<file path="config.mk">
export PLATFORM = sky130hd
export DESIGN_NAME = mul_seq
export DESIGN_NICKNAME = d
export VERILOG_FILES = /design/src/rtl/mul_seq_pkg.sv /design/src/rtl/mul_seq.sv
export SDC_FILE = /design/constraint.sdc
export NUM_CORES = 1
export LEC_CHECK = 0
export ABC_AREA = 0
export BUFFER_PORTS_ARGS = -buffer_cell sky130_fd_sc_hd__buf_2
export CORE_MARGIN = 5
export CORE_UTILIZATION = 52
export DETAILED_ROUTE_END_ITERATION = 12
export PLACE_DENSITY = 0.73
export RECOVER_POWER = 50
export SLEW_MARGIN = 25
export SYNTH_ARGS = -nofsm -noshare
export SYNTH_HDL_FRONTEND = slang
export SYNTH_SLANG_ARGS = --single-unit
</file>
<file path="constraint.sdc">
create_clock -name clk -period 3.7 [get_ports clk]
set_input_delay 0.37 -clock clk [delete_from_list [all_inputs] [get_ports clk]]
set_output_delay 0.37 -clock clk [all_outputs]
set_load 0.02 [all_outputs]
</file>
<file path="src/rtl/mul_seq_pkg.sv">
// Shared ALU multi-cycle unit definitions: control states, native width and
// a two's-complement negate helper used by the multiplier and divider.
package mul_seq_pkg;

  localparam int XLEN  = 32;
  // Widest value the negate helper handles: a full double-width product.
  localparam int NEG_W = 2 * XLEN;

  typedef enum logic [1:0] {
    IDLE,
    RUN,
    FIX
  } alu_state_e;

  // Two's-complement negate at NEG_W bits. Narrower callers zero-extend the
  // operand and keep the low bits, which equal the negate at their own width.
  function automatic logic [NEG_W-1:0] twos_neg(input logic [NEG_W-1:0] v);
    return -v;
  endfunction

endpackage

</file>
<file path="src/rtl/mul_seq.sv">
// Sequential shift-add multiplier: WIDTH x WIDTH -> 2*WIDTH product, signed or
// unsigned per operation, fixed WIDTH+1 cycle latency, start/busy/drdy handshake.
module mul_seq
  import mul_seq_pkg::*;
#(
  parameter int WIDTH = XLEN
) (
  input  logic             clk,
  input  logic             rst,
  input  logic [WIDTH-1:0] A,
  input  logic [WIDTH-1:0] B,
  input  logic             signctl,
  input  logic             high_out,
  input  logic             start,
  output logic             busy,
  output logic             drdy,
  output logic [WIDTH-1:0] Y
);

  // One extra bit so the counter can reach WIDTH before wrapping.
  localparam int CNT_W = $clog2(WIDTH) + 1;

  alu_state_e         state;
  alu_state_e         state_nxt;
  logic [CNT_W-1:0]   cnt;
  logic               drdy_q;
  logic [2*WIDTH-1:0] product;

  // Operand magnitudes and sign are latched on accept; the multiplier
  // register doubles as the low half of the accumulator as it shifts out.
  logic [WIDTH-1:0]   mcand;
  logic [WIDTH-1:0]   acc_hi;
  logic [WIDTH-1:0]   mplr;
  logic               neg;

  logic               accept;
  logic               last_step;
  logic [WIDTH:0]     sum;
  logic [NEG_W-1:0]   neg_p;

  assign accept    = start && (state == IDLE);
  assign last_step = (cnt == CNT_W'(WIDTH - 1));
  assign busy      = (state != IDLE);
  assign drdy      = drdy_q;
  assign Y         = high_out ? product[2*WIDTH-1:WIDTH] : product[WIDTH-1:0];

  // Conditional add of the multiplicand into the upper half; bit WIDTH is the
  // carry that shifts back into the accumulator MSB.
  assign sum   = {1'b0, acc_hi} + (mplr[0] ? {1'b0, mcand} : {(WIDTH+1){1'b0}});
  assign neg_p = twos_neg(NEG_W'({acc_hi, mplr}));

  // Next-state: IDLE -> RUN on accept, RUN for WIDTH steps, one FIX cycle.
  always_comb begin
    state_nxt = state;
    unique case (state)
      IDLE:    if (start) state_nxt = RUN;
      RUN:     if (last_step) state_nxt = FIX;
      FIX:     state_nxt = IDLE;
      default: state_nxt = IDLE;
    endcase
  end

  // Control state, step counter, result pulse and held product.
  always_ff @(posedge clk or posedge rst) begin
    if (rst) begin
      state   <= IDLE;
      cnt     <= '0;
      drdy_q  <= 1'b0;
      product <= '0;
    end else begin
      state  <= state_nxt;
      drdy_q <= (state == FIX);
      if (state == FIX) begin
        product <= neg ? neg_p[2*WIDTH-1:0] : {acc_hi, mplr};
      end
      if (accept || (state == FIX)) begin
        cnt <= '0;
      end else if (state == RUN) begin
        cnt <= cnt + CNT_W'(1);
      end
    end
  end

  // Datapath: latch magnitudes on accept, then add-and-shift once per RUN cycle.
  always_ff @(posedge clk) begin
    if (accept) begin
      mcand  <= (signctl && A[WIDTH-1]) ? -A : A;
      mplr   <= (signctl && B[WIDTH-1]) ? -B : B;
      acc_hi <= '0;
      neg    <= signctl && (A[WIDTH-1] ^ B[WIDTH-1]);
    end else if (state == RUN) begin
      acc_hi <= sum[WIDTH:1];
      mplr   <= {sum[0], mplr[WIDTH-1:1]};
    end
  end

endmodule

</file>
==> run metrics <==
Slowest cell on crit path or4_1; per-cell routed wire length 18.0 microns; synthesis-stage register bit count 170; Synth cell types 62; layout cells sized above 1 11.9%; CTS tree done; clock sink total 170; Synth Area per Inst 8.83 sq um; initial antenna violation count 0; most frequent cells in the layout nand2_1, o21ai_0, xor2_1; HPWL after DPL 22.0 mm; Netlist Area Pre-Place 11000 sq um; maximum clock path buffer count 2; # IOs 103; TNS Setup 0 ns; hold crit path type in -> reg; # nets final 1426; commonest non-fill, non-tap cell in the layout nand2_1; fin crit share 90.4%; num rows 53; Tmin final 3.34 ns; H-Tree Depth 4; Starting Density 52.5%; Antenna diodes 0; final WL 28.9 mm; Arrival @ worst endpoint 3.62 ns; Slew @ Worst Pin 1.77 ns; Slew headroom -18.0%; die width 155 microns; Post-Syn Nets 1349; Worst-Skew Late Latency 0.43 ns; final instance area 12300 sq um; Tot Pwr 7.91 mW; Clock Skew 0.00767 ns; Port Buf Inserts 102; P_leak 5.14 nW; EDFF count, synth 65; vias 9354; first-pass GRT wire length 46.8 mm; Peak VDD IR 303 uV; run status finished with violations; Clk pin slew, worst setup/hold paths 0.07 ns; Setup Crit Path Kind reg -> reg; CTS Buf Count 17; FMAX 299 MHz; aggregate global-route resource usage 24.2%; Root Buffer clkbuf_16; grt ovf 0; crit-path cells inv_1, ha_1, or3b_1, or4_1, nand4b_1, or3_4, nand2b_4, o41ai_2, xor2_1, o21ai_1; critical path launch point type flop; first-pass detailed-route iteration total 6; drt first-iter violations 903; CP peak stage delay 0.46 ns; crit-path max FO 6; Req. time, crit path 3.97 ns; synth-to-layout area growth 12.0%; Final setup viols 0; PD cells 644 nW/um^2; pin count of the biggest net entering global routing 74; Max Cap Viol 1; Final Hold Viols 0; Synth async-reset ratio 42.9%; drt drc 0; RD Place Congestion 0.941; Post-Synthesis Cells 1243; prevailing post-synth register cell dfrtp_1; die area 24100 sq um; CP Capture Type flop; failing checks max-capacitance violations, max-slew violations; Post-DP Area 11700 sq um; Yosys Warn Count 0; Seq/Total Area, Yosys 40.3%; die height 155 microns; antenna violation net count after detailed routing 0; vias in the first global route 8826; Hold Slack 0.196 ns; via/cell ratio 5.82; core area 20900 sq um; Slew Limit Fails 33; RSZ-0062 raised after global routing false
-- synthesized netlist by cell type, drive strengths merged, types with 7 or more instances --
| cell type | number | area share (%) |
|---|---|---|
| a21oi | 64 | 2.9 |
| a21o | 13 | 0.89 |
| nor2 | 56 | 1.9 |
| nand2b | 12 | 0.82 |
| xor2 | 97 | 7.7 |
| and2 | 41 | 2.3 |
| o31ai | 27 | 1.9 |
| inv | 26 | 0.89 |
| nor3 | 34 | 1.6 |
| dfxtp | 32 | 5.8 |
| nand4 | 12 | 0.68 |
| nor4 | 9 | 0.71 |
| nand3 | 21 | 0.96 |
| mux2 | 32 | 3.3 |
| or4 | 13 | 0.89 |
| xnor2 | 49 | 3.9 |
| or3 | 11 | 0.72 |
| o21ai | 173 | 7.9 |
| nor2b | 7 | 0.40 |
| dfrtp | 73 | 17 |
| buf | 10 | 0.36 |
| nand2 | 192 | 6.6 |
| ha | 36 | 4.1 |
| edfxtp | 65 | 18 |
| o41ai | 17 | 1.4 |
| clkbuf | 51 | 1.7 |
-- area by class of cell --
class | count | area, sq um
inverters | 27 | 101
flip-flops and latches | 170 | 4420
multi-input cells | 985 | 6230
clock buffers | 23 | 510
fillers | 1916 | 8600
repair buffers | 119 | 588
well taps | 275 | 344
clock inverters | 9 | 98.8
-- per-layer routing --
layer | track usage [%] | wire [microns] | vias to the layer above
met5 | 0 | 0 | -
met4 | 5.96 | 568 | 0
met3 | 4.70 | 2120 | 51
met2 | 36.1 | 12900 | 323
met1 | 36.4 | 13400 | 4393
li1 | - | - | 4587
-- per-stage QoR --
step,std cells,worst slack (ns),util (%)
global route,1608,0.100,58.8
floorplan,1243,0.652,-
global placement,1575,0.408,56.2
finish,1608,0.356,58.8
detailed placement,1575,0.314,56.2
CTS,1608,0.258,59.2
-- worst paths after layout --
path / start / to / slack (ns) / cells after the start
max: mplr[0]$_DFFE_PP_ / product[44]$_DFFE_PP0P_ / 0.36 / 10
max reg2reg: mplr[0]$_DFFE_PP_ / product[44]$_DFFE_PP0P_ / 0.36 / 10
min: A[0] / mcand[0]$_DFFE_PP_ / 0.20 / 1
min in group asynchronous: rst / product[14]$_DFFE_PP0P_ / 0.66 / 3
min reg2reg: product[50]$_DFFE_PP0P_ / product[50]$_DFFE_PP0P_ / 0.48 / 2
max in group asynchronous: rst / cnt[5]$_DFFE_PP0P_ / 1.29 / 4
-- worst max-delay path: cells and delay by family (launching register included) --
kind / cells / cell delay (ns)
AOI/OAI and AO/OA: 2 / 0.41
xor gates and xnor gates: 1 / 0.20
and+or+nand+nor: 5 / 1.82
DFF: 1 / 0.45
adders and majority gates: 1 / 0.17
buffers and inverters: 1 / 0.12
-- what timing repair did --
action,CTS,global route
buffers inserted,0,0
hold buffers,1,0
resized for setup,0,1
setup endpoints to repair,0,1
endpoints found under the hold margin,21,0
-- state kept, by name, summed over array words and instances, names as in the netlist --
| signal | flops |
|---|---|
| neg | 1 |
| product | 64 |
| state | 2 |
| cnt | 6 |
| mplr | 32 |
| mcand | 32 |
| acc_hi | 32 |
| drdy | 1 |
-- where the power goes --
group          switching, mW  internal (mW)
clock                  0.786           1.06
sequential             0.659           2.40
combinational           1.77           1.24
total                   3.22           4.69
-- logic make-up after synthesis --
kind of cell	Yosys count	synth area share, %
buf+inv	88	3.03
compound gates	340	18.3
simple gates	428	19.0
mux	34	3.47
xor+xnor	146	11.7
flops	170	40.3
fa+ha+maj	37	4.29
No activity file was read; power rests on OpenSTA's default activity.
